File: src/rtl/seq_alu_bcd.sv
// Multi-cycle calculator ALU with a binary-to-BCD back end.
// ADD/SUB resolve in one cycle, MUL is shift-add, DIV/MOD is restoring
// division, and the result is converted by serial double dabble.
// Results are presented only on entry to DONE and hold until the next completion.
module seq_alu_bcd #(
    parameter int W      = 8,
    parameter int DIGITS = 5
) (
    input  logic                  clk,
    input  logic                  rstn,
    input  logic                  start,
    input  logic [2:0]            opcode,
    input  logic [W-1:0]          a,
    input  logic [W-1:0]          b,
    output logic                  busy,
    output logic                  done,
    output logic [2*W-1:0]        result_bin,
    output logic [4*DIGITS-1:0]   result_bcd,
    output logic [W-1:0]          result_rem,
    output logic                  neg,
    output logic                  err
);

    localparam int W2    = 2 * W;
    localparam int BW    = 4 * DIGITS;
    localparam int CW    = BW + W2;
    localparam int CNT_W = $clog2(W2) + 1;

    localparam logic [1:0] S_IDLE = 2'd0;
    localparam logic [1:0] S_CALC = 2'd1;
    localparam logic [1:0] S_CONV = 2'd2;
    localparam logic [1:0] S_DONE = 2'd3;

    localparam logic [2:0] OP_ADD = 3'b000;
    localparam logic [2:0] OP_SUB = 3'b001;
    localparam logic [2:0] OP_MUL = 3'b010;
    localparam logic [2:0] OP_DIV = 3'b011;
    localparam logic [2:0] OP_MOD = 3'b100;

    localparam logic [CNT_W-1:0] ITER_LAST = CNT_W'(W - 1);
    localparam logic [CNT_W-1:0] CONV_LAST = CNT_W'(W2 - 1);

    // One double-dabble step: bias every BCD nibble >= 5 by 3, then shift left.
    function automatic logic [CW-1:0] dabble_step(input logic [CW-1:0] v);
        logic [CW-1:0] t;
        t = v;
        for (int i = 0; i < DIGITS; i++) begin
            if (t[W2+4*i +: 4] >= 4'd5)
                t[W2+4*i +: 4] = t[W2+4*i +: 4] + 4'd3;
        end
        return {t[CW-2:0], 1'b0};
    endfunction

    logic [1:0]       state;
    logic [CNT_W-1:0] cnt;

    logic [2:0]       op_r;
    logic [W-1:0]     a_r;
    logic [W-1:0]     b_r;
    logic [W2-1:0]    acc;
    logic [W2-1:0]    mcand;
    logic [W-1:0]     mplier;
    logic [W-1:0]     pr;
    logic [W-1:0]     dq;
    logic [W2-1:0]    res_w;
    logic [W-1:0]     rem_w;
    logic             neg_w;
    logic [CW-1:0]    conv;

    logic             accept;
    logic             is_err;
    logic             last_calc;
    logic             last_conv;
    logic [W2-1:0]    acc_nx;
    logic             neg_nx;
    logic [W:0]       shifted;
    logic [W:0]       diff;
    logic             qbit;
    logic [W-1:0]     pr_nx;
    logic [W-1:0]     dq_nx;
    logic [W2-1:0]    res_nx;
    logic [W-1:0]     rem_nx;
    logic [CW-1:0]    conv_nx;

    assign busy    = (state == S_CALC) || (state == S_CONV);
    assign done    = (state == S_DONE);
    assign accept  = start && ((state == S_IDLE) || (state == S_DONE));
    assign is_err  = (opcode > OP_MOD) ||
                     (((opcode == OP_DIV) || (opcode == OP_MOD)) && (b == '0));
    assign last_calc = ((op_r == OP_ADD) || (op_r == OP_SUB)) ? (cnt == '0)
                                                             : (cnt == ITER_LAST);
    assign last_conv = (cnt == CONV_LAST);
    assign conv_nx   = dabble_step(conv);

    // Next-step arithmetic for the CALC state: add/sub, one MUL partial product, one DIV quotient bit.
    always_comb begin
        acc_nx  = acc;
        neg_nx  = 1'b0;
        shifted = {pr, dq[W-1]};
        diff    = shifted - {1'b0, b_r};
        qbit    = (shifted >= {1'b0, b_r});
        pr_nx   = qbit ? diff[W-1:0] : shifted[W-1:0];
        dq_nx   = {dq[W-2:0], qbit};
        case (op_r)
            OP_ADD: acc_nx = W2'(a_r) + W2'(b_r);
            OP_SUB: begin
                if (a_r >= b_r) begin
                    acc_nx = W2'(a_r) - W2'(b_r);
                end else begin
                    acc_nx = W2'(b_r) - W2'(a_r);
                    neg_nx = 1'b1;
                end
            end
            OP_MUL: acc_nx = mplier[0] ? (acc + mcand) : acc;
            default: acc_nx = acc;
        endcase
        case (op_r)
            OP_DIV:  res_nx = W2'(dq_nx);
            OP_MOD:  res_nx = W2'(pr_nx);
            default: res_nx = acc_nx;
        endcase
        rem_nx = ((op_r == OP_DIV) || (op_r == OP_MOD)) ? pr_nx : '0;
    end

    // Control FSM and per-state cycle counter.
    always_ff @(posedge clk or negedge rstn) begin
        if (!rstn) begin
            state <= S_IDLE;
            cnt   <= '0;
        end else begin
            case (state)
                S_IDLE, S_DONE: begin
                    cnt <= '0;
                    if (accept)
                        state <= is_err ? S_DONE : S_CALC;
                    else
                        state <= S_IDLE;
                end
                S_CALC: begin
                    if (last_calc) begin
                        state <= S_CONV;
                        cnt   <= '0;
                    end else begin
                        cnt <= cnt + 1'b1;
                    end
                end
                default: begin
                    if (last_conv) begin
                        state <= S_DONE;
                        cnt   <= '0;
                    end else begin
                        cnt <= cnt + 1'b1;
                    end
                end
            endcase
        end
    end

    // Datapath: capture operands on accept, iterate in CALC, shift-convert in CONV.
    always_ff @(posedge clk) begin
        if (accept) begin
            op_r   <= opcode;
            a_r    <= a;
            b_r    <= b;
            acc    <= '0;
            mcand  <= W2'(b);
            mplier <= a;
            pr     <= '0;
            dq     <= a;
        end else if (state == S_CALC) begin
            acc    <= acc_nx;
            mcand  <= mcand << 1;
            mplier <= mplier >> 1;
            pr     <= pr_nx;
            dq     <= dq_nx;
            if (last_calc) begin
                res_w <= res_nx;
                rem_w <= rem_nx;
                neg_w <= neg_nx;
                conv  <= {{BW{1'b0}}, res_nx};
            end
        end else if (state == S_CONV) begin
            conv <= conv_nx;
        end
    end

    // Visible results: loaded only on the edge entering DONE (error or end of conversion).
    always_ff @(posedge clk or negedge rstn) begin
        if (!rstn) begin
            result_bin <= '0;
            result_bcd <= '0;
            result_rem <= '0;
            neg        <= 1'b0;
            err        <= 1'b0;
        end else if (accept && is_err) begin
            result_bin <= '0;
            result_bcd <= '0;
            result_rem <= '0;
            neg        <= 1'b0;
            err        <= 1'b1;
        end else if ((state == S_CONV) && last_conv) begin
            result_bin <= res_w;
            result_bcd <= conv_nx[CW-1:W2];
            result_rem <= rem_w;
            neg        <= neg_w;
            err        <= 1'b0;
        end
    end

endmodule

File: config.mk
export PLATFORM = sky130hd
export DESIGN_NAME = seq_alu_bcd
export DESIGN_NICKNAME = d
export VERILOG_FILES = /design/src/rtl/seq_alu_bcd.sv
export SDC_FILE = /design/constraint.sdc
export NUM_CORES = 1
export LEC_CHECK = 0
export ABC_CLOCK_PERIOD_IN_PS = 8800
export CAP_MARGIN = 0
export CORE_MARGIN = 8
export CORE_UTILIZATION = 35
export CTS_BUF_LIST = sky130_fd_sc_hd__clkbuf_8 sky130_fd_sc_hd__clkbuf_16
export DETAILED_ROUTE_END_ITERATION = 7
export SETUP_SLACK_MARGIN = 0.5
export SKIP_CTS_REPAIR_TIMING = 1
export SLEW_MARGIN = 20
export SYNTH_ARGS = -nofsm -noshare
export SYNTH_HDL_FRONTEND = slang
export SYNTH_SLANG_ARGS = --single-unit
export TNS_END_PERCENT = 1
File: constraint.sdc
create_clock -name clk -period 8.8 [get_ports clk]
set_input_delay 2.2 -clock clk [delete_from_list [all_inputs] [get_ports clk]]
set_output_delay 2.2 -clock clk [all_outputs]
set_load 0.005 [all_outputs]
Word-level counts from Yosys, hierarchy flattened
Cells that the tools add are included.
{ "op_classes": {"addsub": 11, "n_lt_le_gt_ge": 8, "eq_ne": 12, "n_mux": 39, "n_bitwise": 1, "reduce_logical": 22} }
{ "ops": {"columns": ["operator", "n"], "rows": [
  ["two-way mux 36 bit", 3],
  ["two-way mux 8 bit", 9],
  ["two-way mux 16 bit", 4],
  ["one-hot mux 16 bit (3 select lines)", 1],
  ["two-way mux 20 bit", 2],
  ["one-hot mux 16 bit (2 select lines)", 1],
  [">= comparator 4 x 3 -> 1 bit (second input constant)", 5],
  ["subtractor 8 x 8 -> 9 bit", 2],
  ["adder 16 bit", 1],
  ["adder 4 x 2 -> 4 bit (second input constant)", 4],
  ["two-way mux 4 bit", 4],
  ["two-way mux 5 bit", 2],
  ["one-hot mux 5 bit (2 select lines)", 1],
  ["adder 8 x 8 -> 9 bit", 1],
  ["== test 3 x 2 -> 1 bit (second input constant)", 3],
  [">= comparator 9 x 8 -> 1 bit", 1],
  [">= comparator 8 bit", 1],
  ["logical NOT 8 bit", 1],
  ["two-way mux 2 bit", 4],
  ["subtractor 8 bit", 1],
  ["== test 3 bit (second input constant)", 2],
  ["logical OR 1 bit", 6],
  ["two-way mux 1 bit", 6],
  ["AND reduction 3 bit", 2],
  ["20 further kinds", 26]
]} }
{ "totals": {"ff_bits": 189, "input_bits": 22, "wordCells": 113} }

Logic depth before layout (Yosys ltp)
{ "depth": {"ltp_word": 7, "mapped_depth": 12, "ltp_nobuf": 11} }

Worst setup path after synthesis
OpenSTA, ideal clock, no wires.
{ "synth_path": {"kind": "input-to-reg", "from": "input port start", "to": "register neg_w, enable pin", "arrival_time_ps": 4451, "required_time_ps": 8362, "slack_ps": 3910, "cell_stages": 4, "n_path_buf": 1, "cell_sequence": "nand2_1 clkinv_1 clkbuf_1 nor3_1"} }
{ "synth_between": {"elab_chain_len": 3} }
{ "synth_rtl": {"columns": ["item", "line", "rtl"], "rows": [
  ["start, declared", "11", "input logic start,"],
  ["logical AND 1 bit", "87", "assign accept = start && ((state == S_IDLE) || (state == S_DONE));"],
  ["NOT 1 bit (no line)", null, null],
  ["AND reduction 3 bit (no line)", null, null],
  ["end signal, assigned", "179", "neg_w <= neg_nx;"],
  ["end, declared", "67", "logic neg_w;"]
]} }
No other way between the ends.
A chain may end at the register's enable or synchronous reset.

Final worst setup path
{ "layout_path": {"from": "register state[0]", "to": "output port busy"} }
{ "layout_between": {"elab_chain_len": 2, "elab_cells_between_ends": 3} }
{ "layout_rtl": {"columns": ["item", "line", "rtl"], "rows": [
  ["start, declared", "54", "logic [1:0] state;"],
  ["start signal, assigned", "135", "state <= is_err ? S_DONE : S_CALC;"],
  ["== test 2 x 1 -> 1 bit / == test 2 bit (equally long branches)", "85", "assign busy = (state == S_CALC) || (state == S_CONV);"],
  ["logical OR 1 bit *", "85", null],
  ["end, declared", "15", "output logic busy,"]
]} }
Every way passes the cells marked *; elsewhere a longest branch is shown, timed or not.

==> impl_metrics.prom <==
# TYPE chip_impl_metric gauge
chip_impl_info{name="synth_flop_cell",value="sky130_fd_sc_hd__edfxtp_1"} 1
chip_impl_metric{name="drt_wl_total",unit="mm"} 28.6
chip_impl_metric{name="clock_tree.htree_level_count",unit=""} 4
chip_impl_metric{name="finalInstanceArea",unit="um2"} 12500
chip_impl_metric{name="areaGrowthSynthToFinish",unit="%"} 15.5
chip_impl_metric{name="vias",unit=""} 8535
chip_impl_metric{name="viasPerCell",unit=""} 5.35
chip_impl_metric{name="row_count",unit=""} 64
chip_impl_metric{name="share_of_power_burned_in_the_clock_network",unit="%"} 17.3
chip_impl_metric{name="number_of_fill_cells_in_the_layout",unit=""} 3043
chip_impl_metric{name="setup_tns",unit="ns"} 0
chip_impl_metric{name="power_leakage",unit="nW"} 5.04
chip_impl_metric{name="antenna_cells",unit=""} 0
chip_impl_metric{name="worst_hold_slack_after_final_layout",unit="ns"} 0.485
chip_impl_info{name="tightest_hold_check_type",value="flop to flop"} 1
chip_impl_metric{name="synthesized_area",unit="um2"} 10900
chip_impl_metric{name="drt.antenna.violating_nets",unit=""} 0
chip_impl_metric{name="cell_area_placed",unit="um2"} 11900
chip_impl_info{name="critical_path_source_type",value="flop"} 1
chip_impl_metric{name="start_util",unit="%"} 35.5
chip_impl_metric{name="syn_avg_cell_area",unit="um2"} 9.51
chip_impl_info{name="status",value="complete, no violations"} 1
chip_impl_metric{name="initial_antenna_violation_count",unit=""} 0
chip_impl_metric{name="worst-endpoint-arrival",unit="ns"} 2.15
chip_impl_metric{name="power_per_unit_of_standard_cell_area",unit="nW/um2"} 368
chip_impl_metric{name="placeableCoreArea",unit="um2"} 30600
chip_impl_metric{name="skew_pair_late_insertion_delay",unit="ns"} 0.45
chip_impl_metric{name="number_of_enable_flip_flop_cells_after_synthesis",unit=""} 104
chip_impl_metric{name="io_buffers",unit=""} 69
chip_impl_metric{name="clk_skew",unit="ns"} 0.0103
chip_impl_metric{name="cp_data_required_time",unit="ns"} 6.60
chip_impl_metric{name="total_power",unit="mW"} 4.61
chip_impl_metric{name="drt_pass1_iterations",unit=""} 5
chip_impl_metric{name="final_max_slew_viol_count",unit=""} 0
chip_impl_metric{name="num-nets-final",unit=""} 1278
chip_impl_metric{name="final_hold_violation_count",unit=""} 0
chip_impl_metric{name="routedWlPerCell",unit="um"} 18.0
chip_impl_metric{name="maximum_ir_drop_on_the_vdd_rail",unit="mV"} 0.196
chip_impl_metric{name="track_usage",unit="%"} 15.6
chip_impl_metric{name="share_seq_of_total_power",unit="%"} 34.4
chip_impl_metric{name="first_global_vias",unit=""} 8180
chip_impl_metric{name="power_switching",unit="mW"} 2.01
chip_impl_metric{name="drc_errors",unit=""} 0
chip_impl_metric{name="die_height",unit="um"} 192
chip_impl_metric{name="cts_sink_cnt",unit=""} 189
chip_impl_metric{name="yosysSeqAreaShare",unit="%"} 46.9
chip_impl_metric{name="final.period_utilization",unit="%"} 49.5
chip_impl_metric{name="drtIter0Drc",unit=""} 560
chip_impl_metric{name="mappedNetlistNets",unit=""} 1233
chip_impl_metric{name="power.combinational.fraction",unit="%"} 48.3
chip_impl_metric{name="drive_above_1_share",unit="%"} 7.76
chip_impl_metric{name="synthesis.instances",unit=""} 1141
chip_impl_metric{name="globalRouteOverflowTotal",unit=""} 0
chip_impl_metric{name="worst_pin_slew",unit="ns"} 1.06
chip_impl_metric{name="synth-seq-cells",unit=""} 189
chip_impl_metric{name="final_core_util",unit="%"} 41.0
chip_impl_metric{name="switching_share",unit="%"} 43.5
chip_impl_metric{name="finalWeightedCongestion",unit=""} 0.846
chip_impl_metric{name="path_clk_slew",unit="ns"} 0.07
chip_impl_metric{name="yosysWarningCount",unit=""} 0
chip_impl_metric{name="cell_internal_pwr",unit="mW"} 2.61
chip_impl_info{name="layout.cells.most_common_list",value="sky130_fd_sc_hd__nand2_1 (157), sky130_fd_sc_hd__nor2_1 (128), sky130_fd_sc_hd__a21oi_1 (111)"} 1
chip_impl_metric{name="dp_hpwl",unit="mm"} 21.1
chip_impl_metric{name="die_area",unit="um2"} 36900
chip_impl_metric{name="pin_count_of_the_biggest_net_entering_global_routing",unit=""} 79
chip_impl_metric{name="cts-root-to-sink-buffers",unit=""} 2
chip_impl_info{name="grt_setup_unrepaired",value="no"} 1
chip_impl_info{name="tritoncts",value="done"} 1
chip_impl_metric{name="dieWidth",unit="um"} 192
chip_impl_metric{name="timing.final.crit_period",unit="ns"} 4.35
chip_impl_metric{name="finalSetupViolCount",unit=""} 0
chip_impl_metric{name="ioPinCount",unit=""} 70
chip_impl_metric{name="global_route_wire_length_before_repair",unit="mm"} 45.2
chip_impl_info{name="critPathCaptureType",value="primary output"} 1
chip_impl_info{name="cts_root_buf",value="sky130_fd_sc_hd__clkbuf_16"} 1
chip_impl_info{name="critPathKind",value="flop to primary output"} 1
chip_impl_info{name="most_frequent_standard_cell_in_the_layout_excluding_fill_and_tap_cells",value="sky130_fd_sc_hd__nand2_1"} 1
chip_impl_metric{name="clock.fmax",unit="MHz"} 230
chip_impl_metric{name="ys_async_sr_fraction",unit="%"} 28.0
chip_impl_metric{name="cts-buffers-inserted",unit=""} 17
chip_impl_metric{name="cap_violations",unit=""} 0
chip_impl_metric{name="cp_max_fo",unit=""} 7
chip_impl_metric{name="worst_slew_margin_rel",unit="%"} 29.3
chip_impl_metric{name="ys_types",unit=""} 85
worst paths after layout:
check,from,to,slack [ns],cells past startpoint
setup / recovery,state[0]$_DFFE_PN0P_,busy,4.45,4
hold / removal,err$_DFFE_PN0P_,err$_DFFE_PN0P_,0.49,1
setup reg to reg,b_r[6]$_DFFE_PP_,conv[15]$_DFFE_PP_,5.13,7
hold reg to reg,err$_DFFE_PN0P_,err$_DFFE_PN0P_,0.49,1
max in group asynchronous,rstn,result_rem[7]$_DFFE_PN0P_,6.45,2
min in group asynchronous,rstn,result_bcd[1]$_DFFE_PN0P_,1.89,2
final cells by class:
class / count / area [um2] / share of cell area, %
clock buffer: 21 / 514 / 4.10
timing repair buffer: 82 / 783 / 6.25
inverter: 50 / 188 / 1.50
tap: 396 / 495 / 3.95
clock inverter: 11 / 96.3 / 0.769
multi-input combinational: 846 / 5370 / 42.8
sequential: 189 / 5090 / 40.6
cell usage after synthesis (12+ instances only):
| master | number | share of area [%] |
|---|---|---|
| sky130_fd_sc_hd__nand3_1 | 20 | 0.92 |
| sky130_fd_sc_hd__and3_1 | 13 | 0.75 |
| sky130_fd_sc_hd__a211oi_1 | 22 | 1.5 |
| sky130_fd_sc_hd__a21oi_1 | 113 | 5.2 |
| sky130_fd_sc_hd__nor3_1 | 13 | 0.60 |
| sky130_fd_sc_hd__ha_1 | 65 | 7.5 |
| sky130_fd_sc_hd__clkbuf_1 | 42 | 1.5 |
| sky130_fd_sc_hd__dfrtp_1 | 53 | 12 |
| sky130_fd_sc_hd__nor2_1 | 128 | 4.4 |
| sky130_fd_sc_hd__nor3b_1 | 12 | 0.83 |
| sky130_fd_sc_hd__a31oi_1 | 14 | 0.81 |
| sky130_fd_sc_hd__nand2b_1 | 15 | 0.86 |
| sky130_fd_sc_hd__edfxtp_1 | 104 | 29 |
| sky130_fd_sc_hd__o21ai_0 | 58 | 2.7 |
| sky130_fd_sc_hd__inv_1 | 47 | 1.6 |
| sky130_fd_sc_hd__nand2_1 | 157 | 5.4 |
| sky130_fd_sc_hd__dfxtp_1 | 32 | 5.9 |
| sky130_fd_sc_hd__mux2i_1 | 16 | 1.5 |
| sky130_fd_sc_hd__xnor2_1 | 16 | 1.3 |
| sky130_fd_sc_hd__a21o_1 | 14 | 0.97 |
power by group through the flow:
stage                     Combinational [mW]  Clock, mW  Sequential [mW]
after floorplan                         1.66          0             1.50
after global routing                    2.48      0.843             1.62
after global placement                  2.17          0             1.59
after detailed placement                2.21          0             1.60
final                                   2.23      0.796             1.59
after CTS                               2.23      0.811             1.59
flip-flops by register name, summed over array words and instances (netlist names), 8 cells and up:
name,flops
a_r,8
result_bcd,20
b_r,8
rem_w,8
dq,8
result_bin,16
acc,16
pr,8
mplier,8
conv,36
res_w,16
result_rem,8
mcand,16
logic make-up (layout without fill, tap and decap cells):
| family | after synthesis | after routing | share of synthesized area, % |
|---|---|---|---|
| and+or+nand+nor | 412 | 412 | 17.3 |
| AOI/OAI and AO/OA | 313 | 313 | 18.9 |
| DFF | 189 | 189 | 46.9 |
| buffers and inverters | 106 | 164 | 3.90 |
| adders and majority gates | 70 | 70 | 8.42 |
| muxes | 26 | 26 | 2.55 |
| xor gates and xnor gates | 25 | 25 | 2.02 |
metal layers:
layer | vias up | global-route usage, % | share of wire (%)
li1 | 4183 | - | -
met1 | 4055 | 21.1 | 47
met2 | 252 | 24.3 | 44
met3 | 45 | 2.98 | 6.1
met4 | 0 | 5.99 | 2.7
met5 | - | 0 | 0
critical path, stage by stage (launching register included):
cell	delay, ns
sky130_fd_sc_hd__dfrtp_1	0.44
sky130_fd_sc_hd__inv_1	0.09
sky130_fd_sc_hd__ha_1	0.55
sky130_fd_sc_hd__inv_1	0.14
sky130_fd_sc_hd__clkdlybuf4s50_1	0.49
through the flow:
step,setup slack (ns),instances
finish,4.45,1595
global route,4.33,1595
CTS,4.43,1595
detailed placement,4.06,1563
global placement,4.11,1563
floorplan,3.91,1141
(Power assumes the default switching activity.)
